--- config.mk ---
export PLATFORM = sky130hd
export DESIGN_NAME = lc3_control_fsm
export DESIGN_NICKNAME = d
export VERILOG_FILES = /design/src/rtl/lc3_control_fsm.sv
export SDC_FILE = /design/constraint.sdc
export NUM_CORES = 1
export LEC_CHECK = 0
export ABC_AREA = 1
export BUFFER_PORTS_ARGS = -buffer_cell sky130_fd_sc_hd__buf_2
export CAP_MARGIN = 25
export CORE_MARGIN = 2
export CORE_UTILIZATION = 50
export DETAILED_ROUTE_END_ITERATION = 16
export GPL_TIMING_DRIVEN = 0
export MAX_ROUTING_LAYER = met4
export PLACE_DENSITY = 0.88
export SYNTH_ARGS = -nofsm -noshare
export SYNTH_HDL_FRONTEND = slang
export SYNTH_SLANG_ARGS = --single-unit
--- constraint.sdc ---
create_clock -name clk_i -period 2.59 [get_ports clk_i]
set_input_delay 0.518 -clock clk_i [delete_from_list [all_inputs] [get_ports clk_i]]
set_output_delay 0.518 -clock clk_i [all_outputs]
set_load 0.1 [all_outputs]
--- src/rtl/lc3_control_fsm.sv ---
// Instruction-sequencing controller for the LC-3 subset datapath: a Moore FSM that walks
// fetch, decode and execute, and is the sole driver of every datapath load, gate, select and strobe.
module lc3_control_fsm #(
   parameter int unsigned MEM_WAIT = 2
) (
   input  logic       clk_i,
   input  logic       reset_i,
   input  logic       run_i,
   input  logic       continue_i,
   input  logic [3:0] opcode_i,
   input  logic       ir_5_i,
   input  logic       ben_i,
   output logic       ld_mar_o,
   output logic       ld_mdr_o,
   output logic       ld_ir_o,
   output logic       ld_ben_o,
   output logic       ld_cc_o,
   output logic       ld_reg_o,
   output logic       ld_pc_o,
   output logic       ld_led_o,
   output logic       gate_pc_o,
   output logic       gate_mdr_o,
   output logic       gate_alu_o,
   output logic       gate_marmux_o,
   output logic [1:0] pcmux_o,
   output logic [1:0] addr2mux_o,
   output logic [1:0] aluk_o,
   output logic       drmux_o,
   output logic       sr1mux_o,
   output logic       sr2mux_o,
   output logic       addr1mux_o,
   output logic       mio_en_o,
   output logic       mem_oe_o,
   output logic       mem_we_o
);

   localparam logic [3:0] OP_BR    = 4'b0000;
   localparam logic [3:0] OP_ADD   = 4'b0001;
   localparam logic [3:0] OP_JSR   = 4'b0100;
   localparam logic [3:0] OP_AND   = 4'b0101;
   localparam logic [3:0] OP_LDR   = 4'b0110;
   localparam logic [3:0] OP_STR   = 4'b0111;
   localparam logic [3:0] OP_NOT   = 4'b1001;
   localparam logic [3:0] OP_JMP   = 4'b1100;
   localparam logic [3:0] OP_PAUSE = 4'b1101;

   localparam logic [1:0] PCMUX_ADDR = 2'd1;
   localparam logic [1:0] PCMUX_INC  = 2'd2;
   localparam logic [1:0] A2_OFF9    = 2'd1;
   localparam logic [1:0] A2_OFF6    = 2'd2;
   localparam logic [1:0] A2_ZERO    = 2'd3;
   localparam logic [1:0] ALU_AND    = 2'd1;
   localparam logic [1:0] ALU_NOT    = 2'd2;
   localparam logic [1:0] ALU_PASSA  = 2'd3;

   localparam logic [3:0] WAIT_LAST = 4'(MEM_WAIT - 1);

   typedef enum logic [4:0] {
      ST_HALTED, ST_S18, ST_S33, ST_S35, ST_S32,
      ST_S01, ST_S05, ST_S09, ST_S00, ST_S22,
      ST_S12, ST_S04, ST_S21, ST_S06, ST_S25,
      ST_S27, ST_S07, ST_S23, ST_S16, ST_PAUSE1,
      ST_PAUSE2
   } state_e;

   state_e     state_q, state_d;
   logic [3:0] cnt_q, cnt_d;
   logic       wait_done;

   assign wait_done = (cnt_q == WAIT_LAST);

   // NOTE: sequential state uses non-blocking assignments so every register samples pre-edge values.
   always_ff @(posedge clk_i) begin
      if (reset_i) begin
         state_q <= ST_HALTED;
         cnt_q   <= '0;
      end else begin
         state_q <= state_d;
         cnt_q   <= cnt_d;
      end
   end

   always_comb begin
      // NOTE: every combinational output gets a default first, so no path can infer a latch.
      state_d = state_q;
      case (state_q)
         ST_HALTED: if (run_i) state_d = ST_S18;
         ST_S18:    state_d = ST_S33;
         ST_S33:    if (wait_done) state_d = ST_S35;
         ST_S35:    state_d = ST_S32;
         ST_S32: begin
            case (opcode_i)
               OP_ADD:   state_d = ST_S01;
               OP_AND:   state_d = ST_S05;
               OP_NOT:   state_d = ST_S09;
               OP_BR:    state_d = ST_S00;
               OP_JMP:   state_d = ST_S12;
               OP_JSR:   state_d = ST_S04;
               OP_LDR:   state_d = ST_S06;
               OP_STR:   state_d = ST_S07;
               OP_PAUSE: state_d = ST_PAUSE1;
               default:  state_d = ST_S18;
            endcase
         end
         ST_S00:    state_d = ben_i ? ST_S22 : ST_S18;
         ST_S04:    state_d = ST_S21;
         ST_S06:    state_d = ST_S25;
         ST_S25:    if (wait_done) state_d = ST_S27;
         ST_S07:    state_d = ST_S23;
         ST_S23:    state_d = ST_S16;
         ST_S16:    if (wait_done) state_d = ST_S18;
         ST_PAUSE1: if (continue_i) state_d = ST_PAUSE2;
         ST_PAUSE2: if (!continue_i) state_d = ST_S18;
         ST_S01, ST_S05, ST_S09, ST_S22, ST_S12, ST_S21, ST_S27: state_d = ST_S18;
         default:   state_d = ST_HALTED;
      endcase

      // The counter restarts at zero whenever a state is entered; in PAUSE1 it only marks "not first cycle".
      cnt_d = '0;
      if (state_d == state_q) begin
         case (state_q)
            ST_S33, ST_S25, ST_S16: cnt_d = cnt_q + 4'd1;
            ST_PAUSE1:              cnt_d = 4'd1;
            default:                cnt_d = '0;
         endcase
      end
   end

   always_comb begin
      ld_mar_o      = 1'b0;
      ld_mdr_o      = 1'b0;
      ld_ir_o       = 1'b0;
      ld_ben_o      = 1'b0;
      ld_cc_o       = 1'b0;
      ld_reg_o      = 1'b0;
      ld_pc_o       = 1'b0;
      ld_led_o      = 1'b0;
      gate_pc_o     = 1'b0;
      gate_mdr_o    = 1'b0;
      gate_alu_o    = 1'b0;
      gate_marmux_o = 1'b0;
      pcmux_o       = 2'd0;
      addr2mux_o    = 2'd0;
      aluk_o        = 2'd0;
      drmux_o       = 1'b0;
      sr1mux_o      = 1'b0;
      sr2mux_o      = 1'b0;
      addr1mux_o    = 1'b0;
      mio_en_o      = 1'b0;
      mem_oe_o      = 1'b1;
      mem_we_o      = 1'b1;
      case (state_q)
         ST_S18: begin
            gate_pc_o = 1'b1;
            ld_mar_o  = 1'b1;
            pcmux_o   = PCMUX_INC;
            ld_pc_o   = 1'b1;
         end
         ST_S33, ST_S25: begin
            mem_oe_o = 1'b0;
            mio_en_o = 1'b1;
            ld_mdr_o = 1'b1;
         end
         ST_S35: begin
            gate_mdr_o = 1'b1;
            ld_ir_o    = 1'b1;
         end
         ST_S32: ld_ben_o = 1'b1;
         // IR_5 is an IR register bit, so the SR2 select still follows registered state.
         ST_S01, ST_S05, ST_S09: begin
            sr1mux_o   = 1'b1;
            gate_alu_o = 1'b1;
            ld_reg_o   = 1'b1;
            ld_cc_o    = 1'b1;
            if (state_q != ST_S09) sr2mux_o = ~ir_5_i;
            if (state_q == ST_S05) aluk_o = ALU_AND;
            if (state_q == ST_S09) aluk_o = ALU_NOT;
         end
         ST_S22: begin
            addr1mux_o = 1'b1;
            addr2mux_o = A2_OFF9;
            pcmux_o    = PCMUX_ADDR;
            ld_pc_o    = 1'b1;
         end
         ST_S12: begin
            sr1mux_o   = 1'b1;
            addr2mux_o = A2_ZERO;
            pcmux_o    = PCMUX_ADDR;
            ld_pc_o    = 1'b1;
         end
         ST_S04: begin
            drmux_o   = 1'b1;
            gate_pc_o = 1'b1;
            ld_reg_o  = 1'b1;
         end
         ST_S21: begin
            addr1mux_o = 1'b1;
            pcmux_o    = PCMUX_ADDR;
            ld_pc_o    = 1'b1;
         end
         ST_S06, ST_S07: begin
            sr1mux_o      = 1'b1;
            addr2mux_o    = A2_OFF6;
            gate_marmux_o = 1'b1;
            ld_mar_o      = 1'b1;
         end
         ST_S27: begin
            gate_mdr_o = 1'b1;
            ld_reg_o   = 1'b1;
            ld_cc_o    = 1'b1;
         end
         ST_S23: begin
            aluk_o     = ALU_PASSA;
            gate_alu_o = 1'b1;
            ld_mdr_o   = 1'b1;
         end
         ST_S16:    mem_we_o = 1'b0;
         ST_PAUSE1: ld_led_o = (cnt_q == 4'd0);
         default: ;
      endcase
   end

endmodule

==> impl_metrics.ini, run 1 <==
[grt]
grt_pass1_wl_um = 4795
grt-ovfl-total = 0
grt_antenna_before_repair = 0
grt_max_degree = 11
grt.total_usage = 0.2446
grt_pass1_vias = 1190

[clock_network]
numCtsBuffers = 3
clock-sinks = 9
root_buffer = clkbuf_4
htree_num_levels = 1
post-cts-setup-buffer-count = 0
cts_tree = yes
cts_hold_buf = 0
cts_resized = 0
clkLatencyLatePin_ns = 0.27
cts.clk_slew.worst_paths_ns = 0.06
cts_buffer_depth = 2

[pwr]
seqPwrFrac = 0.221
p_comb_frac = 0.619
max-vdd-ir-drop_mv = 0.3542
p_int_mw = 0.2906
p_sw_mw = 0.4287
p_per_area_mw_per_mm2 = 535.7
clkPwrFrac = 0.160
p_leak_nw = 0.8472
switching_share = 0.5960

[worst_hold_path]
hp-class = in2reg

[finish]
layout-drive-gt1-share = 0.2814
syn_to_final_growth_pct = 21.79
finish.utilization = 0.6640
final_cell_mix = 51 x nand2_1, 35 x buf_2, 26 x nor2_1
diodes = 0
num-nets-final = 249
final_common_cell = nand2_1

[worst_setup_path]
crit_type = reg2out
cp_data_arrival_time_ns = 1.88
crit_fanout = 7
start_kind = flop
required_ns = 2.07
cp-end-kind = primary output

[timing]
report.final.slew_viol_count = 0
fin_skew_ns = 0.002382
setup_viol = 0
post-route-period-util = 0.9256
period_needed_ns = 2.397
tightest_slew_ns = 0.4901
relSlewSlack = 0.6755
hold_viol_final = 0
rsz0062_at_grt = no
max_freq_mhz = 417.1
layout_setup_ws_ns = 0.1926

[logic_synthesis]
synth_cells = 193
yosysSeqAreaShare = 0.1635
synth.top_cell.area_share = 0.1737
netlist.top_cell.by_area = nand2_1
syn-num-nets = 210
ys_seq_elements = 9
synth.cell_area_mm2 = 0.001102
synth_area_leaders = nand2_1 17%, dfxtp_1 16%, nand3_1 10%
yosysWarningCount = 0
avgSynthCellArea_um2 = 5.711
synthDistinctLibCells = 24

[routing]
drtIter0Drc = 79
drcViolationCount = 0
vias_per_cell = 5.314
dr.pass1.iters = 4
vias = 1371
ant_nets = 0
wl_per_cell_um = 11.17
finalWirelength_um = 2882

[floorplan]
die_h_um = 50.96
rows = 16
die_x_um = 50.96
initial_core_util = 0.5452
io_pins = 35
core_mm2 = 0.002022
dieArea_mm2 = 0.002596

[job]
maxCapViolations = 0

[placement]
place_ws_ns = 0.5291
numPortBuffers = 34
place.detailed.hpwl_um = 2282
gp_congestion = 0.9392

[run_status]
status = finished, final reports clean
## cell families (layout without fill, tap and decap cells)
| group | Yosys count | in the layout | share of synthesized area |
|---|---|---|---|
| AOI/OAI and AO/OA | 17 | 17 | 0.08741 |
| xor gates and xnor gates | 1 | 1 | 0.007947 |
| adders and majority gates | 7 | 7 | 0.07945 |
| buffers and inverters | 30 | 68 | 0.1090 |
| DFF | 9 | 9 | 0.1634 |
| and+or+nand+nor | 129 | 129 | 0.5528 |
## state kept, by name, indices dropped and copies added, names as in the netlist
| signal | flops |
|---|---|
| cnt_q | 4 |
| state_q | 5 |
## cell type report
cell class	count	area, um2
buffer	2	12.51
clock buffer	3	22.52
timing repair buffer	34	170.2
clock inverter	1	5.005
sequential	9	180.2
fill	208	679.4
inverter	28	107.6
tap	27	33.78
multi-input combinational	154	810.8
## path summary, 6_finish.rpt
check | start | endpoint | slack [ns] | cells after the start
min | reset_i | state_q[3] | 0.49 | 2
max reg2reg | state_q[2] | cnt_q[0] | 0.79 | 12
max | state_q[2] | aluk_o[1] | 0.19 | 4
min reg2reg | cnt_q[1] | cnt_q[3] | 0.61 | 3
## stage by stage
| stage | total power [mW] | std cells | hold WS [ns] | TNS (ns) | instance area, um2 |
|---|---|---|---|---|---|
| global placement | 0.6010 | 254 | 0.5812 | 0 | 1315 |
| floorplan | 0.5331 | 193 | 0.5571 | -0.06374 | 1111 |
| CTS | 0.7160 | 258 | 0.4838 | 0 | 1343 |
| finish | 0.7193 | 258 | 0.4908 | 0 | 1343 |
| detailed placement | 0.6033 | 254 | 0.6033 | 0 | 1315 |
| global route | 0.7622 | 258 | 0.4909 | 0 | 1343 |
## worst max-delay path, cell delays in order, from the launching register on
cell and delay, ns:
dfxtp_1 0.37, nor2_1 0.37, nand3_1 0.28, o21ai_1 0.14, buf_2 0.44
## power groups by stage
| stage | sequential (mW) | combinational (mW) | clock (mW) |
|---|---|---|---|
| finish | 0.159 | 0.445 | 0.115 |
| global route | 0.161 | 0.477 | 0.125 |
| CTS | 0.159 | 0.443 | 0.114 |
| detailed placement | 0.162 | 0.441 | 0 |
| global placement | 0.162 | 0.440 | 0 |
| floorplan | 0.160 | 0.373 | 0 |
## layer usage
metal  wire length [um]  track usage  share of wire
met1               1205       0.2804           0.42
met2               1354       0.4156           0.47
met3                222      0.04971          0.077
met4                 99      0.09910          0.034
met5                  0            -              0
## synth_stat cells
master and count:
o21ai_0 7, a31oi_1 1, ha_1 7, xor2_1 1, nor2_1 26, buf_4 1
buf_2 1, o2111ai_1 1, a21boi_0 1, clkinv_1 1, nand3_2 1, inv_2 2
nand3_1 22, nand2_2 9, a31o_2 1, a21oi_1 6, inv_4 1, nand4_1 10
nand2_1 51, nor2_2 5, inv_1 24, nor3_1 1, nor2_4 4, dfxtp_1 9
Power figures use the tool's default switching activity.
==> run 2: changes to the inputs <==
- CORE_UTILIZATION: 50 -> 35
- PLACE_DENSITY: 0.88 -> 0.67
==> run 2 against run 1 <==
Against the previous run:
- clock-buffer cell count is the same
- sequential power is essentially flat
- sequential share of layout area shrank 0.21 points
- first-iteration DRC count shrank 3.8%
- combinational power is essentially flat
- highest routed layer unchanged
==> impl_metrics.ini, run 2 (synthesized netlist as in run 1, its figures left out) <==
[run_status]
status = finished, final reports clean

[finish]
diodes = 0
finish.utilization = 0.4504
largest_reg_flops = 5
syn_to_final_growth_pct = 23.72
layout-drive-gt1-share = 0.2814
final_cell_mix = 51 x nand2_1, 35 x buf_2, 26 x nor2_1
num-nets-final = 249
top_regs = state_q x5, cnt_q x4
final_common_cell = nand2_1
regMostFlops = state_q
final_area_mm2 = 0.001364
finalNonFillerCells = 275
n_fill_cell = 352

[clock_network]
cts_buffer_depth = 2
root_buffer = clkbuf_4
numCtsBuffers = 3
clock-sinks = 9
clkLatencyLatePin_ns = 0.26
cts_tree = yes
cts.clk_slew.worst_paths_ns = 0.06
post-cts-setup-buffer-count = 0
htree_num_levels = 1
cts_resized = 0
cts_hold_buf = 0

[floorplan]
core_mm2 = 0.003028
rows = 20
die_x_um = 60.12
io_pins = 35
dieArea_mm2 = 0.003614
initial_core_util = 0.3640
die_h_um = 60.12

[pwr]
p_per_area_mw_per_mm2 = 525.1
p_leak_nw = 0.8472
max-vdd-ir-drop_mv = 0.1916

[worst_setup_path]
cpPeakStageDelay_ns = 0.44
cp-end-kind = primary output
crit_type = reg2out
path_buf_inv = 1
reg2reg_from = state_q[2]
start_kind = flop
crit_fanout = 7
cp_data_arrival_time_ns = 1.92
critPathTopFamily = simple AND/OR/NAND/NOR gates
slowest_stage = buf_2
required_ns = 2.07
crit_start = state_q[2]
cp_cell_sequence = nor2_1 -> nand3_1 -> o21ai_1 -> buf_2

[routing]
met2_length_um = 1381
vias_per_cell = 4.749
vias = 1306
wl_met3_um = 134
drcViolationCount = 0
highest-signal-layer = met4
wl_per_cell_um = 10.52
drtIter0Drc = 76
ant_nets = 0
dr.pass1.iters = 5
finalWirelength_um = 2892
wl_met1_um = 1369

[grt]
grt.total_usage = 0.1765
grt_antenna_before_repair = 0
grt-ovfl-total = 0
grt_pass1_wl_um = 4761
grt_max_degree = 11
grt_pass1_vias = 1066

[timing]
tightest_slew_ns = 0.4832
report.final.slew_viol_count = 0
timing.setup.tns_ns = 0
setup_viol = 0
period_needed_ns = 2.437
layout_setup_ws_ns = 0.1535
relSlewSlack = 0.6745
hold_viol_final = 0
fin_skew_ns = 0.0007566
max_freq_mhz = 410.4
post-route-period-util = 0.9408
rsz0062_at_grt = no

[placement]
gp_congestion = 0.8929
dp.cells = 271
place_ws_ns = 0.4718
place.detailed.hpwl_um = 2407
postPlaceCellArea_mm2 = 0.001336
numPortBuffers = 34

[job]
maxCapViolations = 0

[worst_hold_path]
hp-class = in2reg
min_from = reset_i
-- run 2: cell counts in the layout (fill, tap and decap cells not counted) --
Identical to the previous run, type by type.
-- run 2: path summary, 6_finish.rpt --
| check | cells past startpoint | end | slack [ns] |
|---|---|---|---|
| worst min register to register | 3 | cnt_q[2] | 0.60 |
| worst max register to register | 10 | cnt_q[1] | 0.77 |
| worst min-delay path | 2 | state_q[3] | 0.51 |
| worst max-delay path | 4 | aluk_o[1] | 0.15 |
-- run 2: through the flow --
step	power, mW	hold slack [ns]
finish	0.7161	0.5116
CTS	0.7218	0.4966
detailed placement	0.6065	0.5961
floorplan	0.5331	0.5571
global route	0.7637	0.5001
global placement	0.6086	0.5839
-- run 2: power breakdown --
group          internal, mW  total, mW  switching (mW)
Clock                0.0571      0.111          0.0535
Combinational        0.0862      0.447           0.361
Sequential            0.147      0.158          0.0112
Total                 0.290      0.716           0.426
-- run 2: final cells by class --
class	instances	area [um2]	share of cell area
Tap cell	44	55.05	0.04037
Inverter	28	107.6	0.07890
Clock inverter	1	5.005	0.003670
Clock buffer	3	22.52	0.01651
Multi-Input combinational cell	154	810.8	0.5945
Sequential cell	9	180.2	0.1321
Timing Repair Buffer	34	170.2	0.1248
Buffer	2	12.51	0.009174
-- run 2: routing by layer --
layer | track usage | vias to the layer above
li1 | - | 697
met1 | 0.2420 | 565
met2 | 0.2780 | 42
met3 | 0.03247 | 2
met4 | 0.01905 | 0
met5 | - | -
==> run 3: changes to the inputs <==
- CORE_ASPECT_RATIO: not set -> 1.25
==> run 3 against run 2 <==
Against the previous run:
- sequential power about the same
- worst setup slack better by 0.0071 ns
- global-route usage up 0.21 points
- non-clock buffer count unchanged
- clock skew up 0.0016 ns
- total power down 0.73%
- die area about the same
- core utilization up 0.50 points
- first-iteration DRC count down 43%
- critical path depth unchanged
- combinational power down 0.9%
- largest cell class unchanged
- largest power group unchanged
==> impl_metrics.ini, run 3 (synthesized netlist as in run 1, its figures left out) <==
[run_status]
status = finished, final reports clean

[worst_hold_path]
min_from = reset_i
hp-class = in2reg

[finish]
final_common_cell = nand2_1
regMostFlops = state_q
syn_to_final_growth_pct = 22.82
top_regs = state_q x5, cnt_q x4
num-nets-final = 249
final_cell_mix = 51 x nand2_1, 35 x buf_2, 26 x nor2_1
finish.utilization = 0.4554
largest_reg_flops = 5
finalNonFillerCells = 267
layout-drive-gt1-share = 0.2814
n_fill_cell = 342
diodes = 0

[worst_setup_path]
crit_fanout = 7
cp_cell_sequence = nor2_1 -> nand3_1 -> o21ai_1 -> buf_2
crit_start = state_q[2]
crit_type = reg2out
slowest_stage = buf_2
cp-end-kind = primary output
reg2reg_from = state_q[2]
required_ns = 2.07
start_kind = flop
cp_data_arrival_time_ns = 1.91
cpPeakStageDelay_ns = 0.44

[clock_network]
cts_buffer_depth = 2
cts_hold_buf = 0
cts.clk_slew.worst_paths_ns = 0.06
clock-sinks = 9
root_buffer = clkbuf_4
post-cts-setup-buffer-count = 0
cts_tree = yes
numCtsBuffers = 3
clkLatencyLatePin_ns = 0.26
cts_resized = 0
htree_num_levels = 1

[pwr]
p_total_mw = 0.7109
p_per_area_mw_per_mm2 = 525.1
p_leak_nw = 0.8472
max-vdd-ir-drop_mv = 0.4247

[grt]
grt_pass1_vias = 1149
grt.total_usage = 0.1787
grt_antenna_before_repair = 0
grt-ovfl-total = 0
grt_max_degree = 11
grt_pass1_wl_um = 4816

[timing]
tightest_slew_ns = 0.4965
fin_hold_ws_ns = 0.4948
max_freq_mhz = 411.6
setup_viol = 0
relSlewSlack = 0.6713
fin_skew_ns = 0.002340
hold_viol_final = 0
report.final.slew_viol_count = 0
post-route-period-util = 0.9380
period_needed_ns = 2.429
rsz0062_at_grt = no
timing.setup.tns_ns = 0

[floorplan]
rows = 22
die_x_um = 54.20
core_mm2 = 0.002973
die_h_um = 66.75
dieArea_mm2 = 0.003617
initial_core_util = 0.3708
io_pins = 35

[placement]
numPortBuffers = 34
dp.cells = 263
gp_congestion = 0.8243
place.detailed.hpwl_um = 2440

[routing]
drtIter0Drc = 43
ant_nets = 0
drcViolationCount = 0
finalWirelength_um = 2874
vias_per_cell = 4.861
wl_per_cell_um = 10.76
dr.pass1.iters = 4
vias = 1298

[job]
maxCapViolations = 0
[run 3: cell counts in the layout (fill, tap and decap cells not counted)]
Identical to the previous run, type by type.
[run 3: area by class of cell]
cell class	instances	area (um2)	share of cell area
repair buffers	34	170.2	0.1257
clock buffers	3	22.52	0.01664
multi-input cells	154	810.8	0.5989
flip-flops and latches	9	180.2	0.1331
plain buffers	2	12.51	0.009242
well taps	36	45.04	0.03327
inverters	28	107.6	0.07948
clock inverters	1	5.005	0.003697
[run 3: worst max-delay path: cells and delay by family, from the launching register on]
family          cells  cell delay [ns]
compound gates      1             0.16
flops               1             0.38
buf+inv             1             0.44
simple gates        2             0.66
[run 3: path summary, 6_finish.rpt]
kind	depth (start not counted)	slack [ns]	to
max reg2reg	9	0.80	cnt_q[2]
min	2	0.49	state_q[1]
max	4	0.16	aluk_o[1]
min reg2reg	3	0.60	cnt_q[3]
[run 3: power breakdown]
group	internal, mW	total, mW	switching (mW)
sequential	0.147	0.159	0.0117
clock	0.0571	0.109	0.0522
combinational	0.0862	0.443	0.357
[run 3: per-stage QoR]
step / cell area [um2] / setup slack [ns]
floorplan: 1111 / -0.06374
global placement: 1326 / 0.4846
detailed placement: 1326 / 0.4946
CTS: 1354 / 0.1792
global route: 1354 / 0.08873
finish: 1354 / 0.1606
[run 3: routing by layer]
| metal | global-route usage | routed length, um | vias to the layer above |
|---|---|---|---|
| met1 | 0.2201 | 1281 | 560 |
| met4 | 0.03125 | 17 | 0 |
| met3 | 0.04036 | 180 | 2 |
| li1 | - | - | 699 |
| met2 | 0.2967 | 1394 | 37 |
| met5 | - | 0 | - |
